[src/rtl/ram_arbiter_if.sv]
// Request/response bundle between one RAM requester and ram_arbiter.
// The requester uses the master modport and the arbiter uses the slave modport.
interface ram_arbiter_if;
    logic        valid;
    logic        ready;
    logic [31:0] addr;
    logic [31:0] wdata;
    logic        we;
    logic [1:0]  hb;
    logic        uload;
    logic        rsp_valid;
    logic [31:0] rsp_rdata;
    logic        rsp_err;

    modport master (
        output valid, addr, wdata, we, hb, uload,
        input  ready, rsp_valid, rsp_rdata, rsp_err
    );

    modport slave (
        input  valid, addr, wdata, we, hb, uload,
        output ready, rsp_valid, rsp_rdata, rsp_err
    );
endinterface

[src/rtl/ram_arbiter.sv]
// Shares one data RAM between two requesters: IDLE -> ACCESS -> RESP, with bad requests going IDLE -> RESP.
// Define ARB_ROUND_ROBIN_EN for round-robin arbitration; fixed priority (port 0 first) otherwise.
module ram_arbiter #(
    parameter int RAM_BYTES = 1024
) (
    input  logic               clk_i,
    input  logic               rst_i,
    ram_arbiter_if.slave       m0,
    ram_arbiter_if.slave       m1,
    output logic [31:0]        ram_addr_o,
    output logic [31:0]        ram_wdata_o,
    output logic               ram_we_o,
    output logic [1:0]         ram_hb_o,
    output logic               ram_uload_o,
    input  logic [31:0]        ram_rdata_i,
    output logic               busy_o
);

    typedef enum logic [1:0] {
        IDLE   = 2'd0,
        ACCESS = 2'd1,
        RESP   = 2'd2
    } state_t;

    state_t      state_q;
    logic        port_q;
    logic [31:0] ram_addr_q;
    logic [31:0] ram_wdata_q;
    logic        ram_we_q;
    logic [1:0]  ram_hb_q;
    logic        ram_uload_q;

    logic [1:0]  req_valid;
    logic        any_valid;
    logic        grant_d;
    logic        accept_d;
    logic        err_d;
    logic        resp_fire_d;
    logic        resp_port_d;
    logic [31:0] resp_rdata_d;
    logic        resp_err_d;

    logic [31:0] sel_addr;
    logic [31:0] sel_wdata;
    logic        sel_we;
    logic [1:0]  sel_hb;
    logic        sel_uload;

    logic [1:0]  rsp_valid_q;
    logic [1:0]  rsp_err_q;
    logic [31:0] rsp_rdata_q [2];

    assign req_valid = {m1.valid, m0.valid};
    assign any_valid = |req_valid;

`ifdef ARB_ROUND_ROBIN_EN
    // Holds the port granted most recently; the other port wins a tie.
    logic last_grant_q;

    always_comb begin
        if (req_valid == 2'b11) begin
            grant_d = ~last_grant_q;
        end else begin
            grant_d = ~req_valid[0];
        end
    end

    always_ff @(posedge clk_i) begin
        if (rst_i) begin
            last_grant_q <= 1'b1;
        end else if (accept_d) begin
            last_grant_q <= grant_d;
        end
    end
`else
    assign grant_d = ~req_valid[0];
`endif

    // Ready is combinational so that a requester dropping valid is never latched.
    assign accept_d = (state_q == IDLE) && any_valid && !rst_i;
    assign m0.ready = accept_d && (grant_d == 1'b0);
    assign m1.ready = accept_d && (grant_d == 1'b1);

    assign sel_addr  = grant_d ? m1.addr  : m0.addr;
    assign sel_wdata = grant_d ? m1.wdata : m0.wdata;
    assign sel_we    = grant_d ? m1.we    : m0.we;
    assign sel_hb    = grant_d ? m1.hb    : m0.hb;
    assign sel_uload = grant_d ? m1.uload : m0.uload;

    always_comb begin
        err_d = 1'b0;
        if (sel_hb == 2'b11) begin
            err_d = 1'b1;
        end
        if ((sel_hb == 2'b01) && sel_addr[0]) begin
            err_d = 1'b1;
        end
        if ((sel_hb == 2'b10) && (sel_addr[1:0] != 2'b00)) begin
            err_d = 1'b1;
        end
        if (sel_addr >= 32'(RAM_BYTES)) begin
            err_d = 1'b1;
        end
    end

    always_ff @(posedge clk_i) begin
        if (rst_i) begin
            state_q     <= IDLE;
            port_q      <= 1'b0;
            ram_addr_q  <= '0;
            ram_wdata_q <= '0;
            ram_we_q    <= 1'b0;
            ram_hb_q    <= '0;
            ram_uload_q <= 1'b0;
        end else begin
            ram_we_q <= 1'b0;
            case (state_q)
                IDLE: begin
                    if (accept_d) begin
                        port_q <= grant_d;
                        if (err_d) begin
                            state_q <= RESP;
                        end else begin
                            state_q     <= ACCESS;
                            ram_addr_q  <= sel_addr;
                            ram_wdata_q <= sel_wdata;
                            ram_we_q    <= sel_we;
                            ram_hb_q    <= sel_hb;
                            ram_uload_q <= sel_uload;
                        end
                    end
                end
                ACCESS:  state_q <= RESP;
                RESP:    state_q <= IDLE;
                default: state_q <= IDLE;
            endcase
        end
    end

    // A response is loaded on the edge that enters RESP, so rsp_valid coincides with RESP.
    always_comb begin
        resp_fire_d  = 1'b0;
        resp_port_d  = port_q;
        resp_rdata_d = '0;
        resp_err_d   = 1'b0;
        if (state_q == IDLE) begin
            resp_fire_d = accept_d && err_d;
            resp_port_d = grant_d;
            resp_err_d  = 1'b1;
        end else if (state_q == ACCESS) begin
            resp_fire_d  = 1'b1;
            resp_rdata_d = ram_we_q ? 32'h0 : ram_rdata_i;
        end
    end

    for (genvar gi = 0; gi < 2; gi++) begin : g_rsp
        always_ff @(posedge clk_i) begin
            if (rst_i) begin
                rsp_valid_q[gi] <= 1'b0;
                rsp_err_q[gi]   <= 1'b0;
                rsp_rdata_q[gi] <= '0;
            end else if (resp_fire_d && (resp_port_d == 1'(gi))) begin
                rsp_valid_q[gi] <= 1'b1;
                rsp_err_q[gi]   <= resp_err_d;
                rsp_rdata_q[gi] <= resp_rdata_d;
            end else begin
                rsp_valid_q[gi] <= 1'b0;
                rsp_err_q[gi]   <= 1'b0;
                rsp_rdata_q[gi] <= '0;
            end
        end
    end

    assign m0.rsp_valid = rsp_valid_q[0];
    assign m0.rsp_err   = rsp_err_q[0];
    assign m0.rsp_rdata = rsp_rdata_q[0];
    assign m1.rsp_valid = rsp_valid_q[1];
    assign m1.rsp_err   = rsp_err_q[1];
    assign m1.rsp_rdata = rsp_rdata_q[1];

    assign ram_addr_o  = ram_addr_q;
    assign ram_wdata_o = ram_wdata_q;
    assign ram_we_o    = ram_we_q;
    assign ram_hb_o    = ram_hb_q;
    assign ram_uload_o = ram_uload_q;
    assign busy_o      = (state_q != IDLE);

endmodule

[src/flat_wrapper.sv]
// flat-port wrapper written by rule: the top's interface ports become plain ports
module ram_arbiter_flat 
#(
    parameter int RAM_BYTES = 1024
)
  (clk_i, rst_i, ram_addr_o, ram_wdata_o, ram_we_o, ram_hb_o, ram_uload_o, ram_rdata_i, busy_o, m0_valid, m0_addr, m0_wdata, m0_we, m0_hb, m0_uload, m0_ready, m0_rsp_valid, m0_rsp_rdata, m0_rsp_err, m1_valid, m1_addr, m1_wdata, m1_we, m1_hb, m1_uload, m1_ready, m1_rsp_valid, m1_rsp_rdata, m1_rsp_err);
  ram_arbiter_if m0_i ();
  ram_arbiter_if m1_i ();
  input  logic clk_i;
  input  logic rst_i;
  output logic [31:0] ram_addr_o;
  output logic [31:0] ram_wdata_o;
  output logic ram_we_o;
  output logic [1:0] ram_hb_o;
  output logic ram_uload_o;
  input  logic [31:0] ram_rdata_i;
  output logic busy_o;
  input wire logic [$bits(m0_i.valid)-1:0] m0_valid;
  input wire logic [$bits(m0_i.addr)-1:0] m0_addr;
  input wire logic [$bits(m0_i.wdata)-1:0] m0_wdata;
  input wire logic [$bits(m0_i.we)-1:0] m0_we;
  input wire logic [$bits(m0_i.hb)-1:0] m0_hb;
  input wire logic [$bits(m0_i.uload)-1:0] m0_uload;
  output wire logic [$bits(m0_i.ready)-1:0] m0_ready;
  output wire logic [$bits(m0_i.rsp_valid)-1:0] m0_rsp_valid;
  output wire logic [$bits(m0_i.rsp_rdata)-1:0] m0_rsp_rdata;
  output wire logic [$bits(m0_i.rsp_err)-1:0] m0_rsp_err;
  input wire logic [$bits(m1_i.valid)-1:0] m1_valid;
  input wire logic [$bits(m1_i.addr)-1:0] m1_addr;
  input wire logic [$bits(m1_i.wdata)-1:0] m1_wdata;
  input wire logic [$bits(m1_i.we)-1:0] m1_we;
  input wire logic [$bits(m1_i.hb)-1:0] m1_hb;
  input wire logic [$bits(m1_i.uload)-1:0] m1_uload;
  output wire logic [$bits(m1_i.ready)-1:0] m1_ready;
  output wire logic [$bits(m1_i.rsp_valid)-1:0] m1_rsp_valid;
  output wire logic [$bits(m1_i.rsp_rdata)-1:0] m1_rsp_rdata;
  output wire logic [$bits(m1_i.rsp_err)-1:0] m1_rsp_err;
  assign m0_i.valid = m0_valid;
  assign m0_i.addr = m0_addr;
  assign m0_i.wdata = m0_wdata;
  assign m0_i.we = m0_we;
  assign m0_i.hb = m0_hb;
  assign m0_i.uload = m0_uload;
  assign m0_ready = m0_i.ready;
  assign m0_rsp_valid = m0_i.rsp_valid;
  assign m0_rsp_rdata = m0_i.rsp_rdata;
  assign m0_rsp_err = m0_i.rsp_err;
  assign m1_i.valid = m1_valid;
  assign m1_i.addr = m1_addr;
  assign m1_i.wdata = m1_wdata;
  assign m1_i.we = m1_we;
  assign m1_i.hb = m1_hb;
  assign m1_i.uload = m1_uload;
  assign m1_ready = m1_i.ready;
  assign m1_rsp_valid = m1_i.rsp_valid;
  assign m1_rsp_rdata = m1_i.rsp_rdata;
  assign m1_rsp_err = m1_i.rsp_err;
  ram_arbiter #(.RAM_BYTES(RAM_BYTES)) u_core (.clk_i(clk_i), .rst_i(rst_i), .m0(m0_i), .m1(m1_i), .ram_addr_o(ram_addr_o), .ram_wdata_o(ram_wdata_o), .ram_we_o(ram_we_o), .ram_hb_o(ram_hb_o), .ram_uload_o(ram_uload_o), .ram_rdata_i(ram_rdata_i), .busy_o(busy_o));
endmodule
[config.mk]
export PLATFORM = sky130hd
export DESIGN_NAME = ram_arbiter_flat
export DESIGN_NICKNAME = d
export VERILOG_FILES = /design/src/rtl/ram_arbiter_if.sv /design/src/rtl/ram_arbiter.sv /design/src/flat_wrapper.sv
export SDC_FILE = /design/constraint.sdc
export NUM_CORES = 1
export LEC_CHECK = 0
export BUFFER_PORTS_ARGS = -buffer_cell sky130_fd_sc_hd__buf_2
export CAP_MARGIN = 20
export CELL_PAD_IN_SITES_DETAIL_PLACEMENT = 2
export CELL_PAD_IN_SITES_GLOBAL_PLACEMENT = 2
export CORE_ASPECT_RATIO = 0.9
export CORE_MARGIN = 3
export CORE_UTILIZATION = 29
export CTS_BUF_LIST = sky130_fd_sc_hd__clkbuf_8
export DETAILED_ROUTE_END_ITERATION = 6
export PLACE_DENSITY = 0.95
export RECOVER_POWER = 100
export SETUP_SLACK_MARGIN = 0.1
export SYNTH_ARGS = -nofsm -noshare
export SYNTH_HDL_FRONTEND = slang
export SYNTH_SLANG_ARGS = --single-unit
[constraint.sdc]
create_clock -name clk_i -period 5.3 [get_ports clk_i]
set_input_delay 0.265 -clock clk_i [delete_from_list [all_inputs] [get_ports clk_i]]
set_output_delay 0.265 -clock clk_i [all_outputs]
set_load 0.05 [all_outputs]
==> impl_metrics.ini <==
[clock_network]
cts_resized = 0
htree_levels = 4
clk_path_buf_depth = 2
cts.sinks = 139
cts_tree = yes
cts_inserted_buffers = 17
post_cts_buffers = 0
clock-root-buffer = clkbuf_8
clock_latency_ns = 0.44
cts_hold_buf = 0
cts.clk_slew.worst_paths_ns = 0.08

[power]
peakVddDrop_v = 0.0001017
power_density_nw_per_um2 = 278.3
p_leak_nw = 2.980

[sta]
hold_viol_final = 0
hold-worst-slack_ns = 0.1210
finClkSkew_ns = 0.01569
max_slew.worst_pin.slew_ns = 1.506
setup_tns_ns = 0
rsz0062_at_grt = false
period_share_pct = 67.80
fmax_mhz = 278.3
setup_ws_ns = 1.707
timing.max_slew.rel_slack_pct = -0.4230
finalCriticalPeriod_ns = 3.593
report.final.setup_viol = 0
slew_violations = 37

[setup_path]
arrival_ns = 3.88
r2r_start = u_core.state_q[1]
crit-reg2reg-capture = u_core.ram_wdata_o[16]
r2r_cells = 7
required_ns = 5.59
crit_fanout = 37
critPathCaptureType = flop
start_kind = input port
critPathKind = in -> reg
reg2reg_slack_ns = 1.87

[hold_path]
hold_end = u_core.ram_we_o
hold_depth = 3
min_path_type = in -> reg
hold_start = m1_we

[status]
status = complete, but fails checks
violations = capacitance limit, slew limit

[logic_synthesis]
syn_area_per_cell_um2 = 10.77
syn_inst = 534
yosys.area.top_type = edfxtp_1
synth_area_um2 = 5751
ys_warn_count = 0
ys_seq_elements = 139
synthTopCellsByArea = edfxtp_1, dfxtp_1, mux2_2
synthDominantCellAreaShare_pct = 33.42
synth_cell_types = 40
synth_seq_area_share_pct = 59.53

[route]
drtPass1Iterations = 4
drc_errors = 0
wl_um = 23560
drt_iter0_drc = 160
routedWlPerCell_um = 20.45
final_antenna_net_count = 0
viasPerCell = 4.790
dr_total_vias = 5518

[final_layout]
antenna_cells = 0
final_cells = 1152
drive_gt1_share_pct = 28.71
synthToLayoutAreaGrowth_pct = 36.84
final_nets = 1061

[global_routing]
grt_pass1_wl_um = 35870
grt_pass1_vias = 6295
grt-ovfl-total = 0
antenna_found_initial = 0
grt_max_degree = 53
grtUsageTotal_pct = 21.56

[placement]
gp_congestion = 0.8079
port_buffers = 310
post-place-ws_ns = 1.811
place_inst = 1120
hpwl_um = 18370

[floorplanning]
fp.dieH_um = 139.6
ios = 311
die-area_um2 = 21560
start_util_pct = 29.74
core_um2 = 19340
die_w_um = 154.4
std_cell_rows = 48

[run]
drv_cap = 1
[report_power, final]
part,switching (W),internal (W)
combinational,0.000183,0.0000866
sequential,0.00000874,0.00114
clock,0.000438,0.000336
total,0.000630,0.00156
[state kept, by name, indices dropped and copies added (netlist names)]
name                 cells
u_core.rsp_rdata_q      64
u_core.ram_addr_o       32
u_core.ram_wdata_o      32
u_core.ram_hb_o          2
u_core.state_q           2
u_core.m0.rsp_err        1
u_core.m0.rsp_valid      1
u_core.m1.rsp_err        1
u_core.m1.rsp_valid      1
u_core.port_q            1
u_core.ram_uload_o       1
u_core.ram_we_o          1
[Yosys cell counts]
master	n
dfxtp_1	75
nor3_1	70
edfxtp_1	64
a21oi_1	46
o21ai_0	45
nand3_1	43
mux2_2	41
nand2_1	33
clkbuf_1	32
and2_1	23
buf_2	10
nor4_1	7
nor2_1	6
mux2i_1	5
or3_1	4
buf_4	3
buf_6	2
o21ai_1	2
or4_1	2
a22o_1	1
a22oi_1	1
and3_1	1
buf_1	1
conb_1	1
inv_1	1
inv_2	1
nand2b_1	1
nand3b_1	1
nor2_2	1
nor3_2	1
nor3b_1	1
o2111a_1	1
o2111ai_1	1
o2111ai_4	1
o21a_1	1
o21ai_2	1
o22ai_4	1
o32ai_2	1
or4_4	1
or4b_1	1
[final cells by class]
type                    instances  area (µm²)
clock buffers                  18       247.7
clock inverters                14       100.1
fillers                      2301       11470
inverters                       2       7.507
multi-input cells             408        2325
flip-flops and latches        139        3423
well taps                     250       312.8
repair buffers                321        1453
[how the worst max path moves through the flow]
stage               startpoint  slack [ns]                         to
global placement      m0_valid        2.07  u_core.rsp_rdata_q[1][11]
floorplan             m0_valid        2.53                   m1_ready
CTS                   m0_valid        2.28  u_core.rsp_rdata_q[1][15]
global route          m0_valid        1.46     u_core.ram_wdata_o[16]
finish                m0_valid        1.71     u_core.ram_wdata_o[16]
detailed placement    m0_valid        1.81   u_core.rsp_rdata_q[0][3]
[routing by layer]
metal	routed length (µm)	track usage (%)	share of wire, %	vias up
met2	12560	40.26	53	222
met3	1517	6.281	6.4	38
met5	0	0	0	-
li1	-	-	-	2592
met4	579	7.388	2.5	0
met1	8911	23.09	38	2666
[cell families (layout without fill, tap and decap cells)]
kind of cell / count (synthesis) / count (layout) / synth area share, %
buffers and inverters: 50 / 355 / 3.938
multiplexers: 46 / 46 / 8.899
AO/OA/AOI/OAI: 102 / 102 / 10.10
flip-flops: 139 / 139 / 59.53
AND/OR/NAND/NOR: 196 / 196 / 17.47
other: 1 / 64 / 0.06521
[worst max-delay path: stages]
cell       delay (ns)
clkbuf_1         0.78
or4b_1           0.50
o22ai_1          0.28
o2111ai_1        0.59
clkbuf_1         0.76
o21ai_0          0.54
a21oi_1          0.14
[metrics by stage]
stage | cell area (µm²) | power (W) | util [%]
6_report | 7869 | 0.002190 | 40.69
5_1_grt | 7869 | 0.002283 | 40.69
2_1_floorplan | 5987 | 0.001330 | -
3_5_place_dp | 7749 | 0.001446 | 40.07
3_3_place_gp | 7721 | 0.001434 | 39.93
4_1_cts | 8097 | 0.002219 | 41.87
[cell usage in the layout (no fill, tap or decap), drive strengths merged, types with 4 or more instances in the layout]
cell | Yosys | final
buf | 16 | 180
clkbuf | 32 | 159
dfxtp | 75 | 75
nor3 | 71 | 71
edfxtp | 64 | 64
conb | 1 | 64
o21ai | 48 | 48
a21oi | 46 | 46
nand3 | 43 | 43
mux2 | 41 | 41
nand2 | 33 | 33
and2 | 23 | 23
nor2 | 7 | 7
nor4 | 7 | 7
clkinvlp | 0 | 7
inv | 2 | 7
mux2i | 5 | 5
or3 | 4 | 4
No activity file was read; power rests on OpenSTA's default activity.
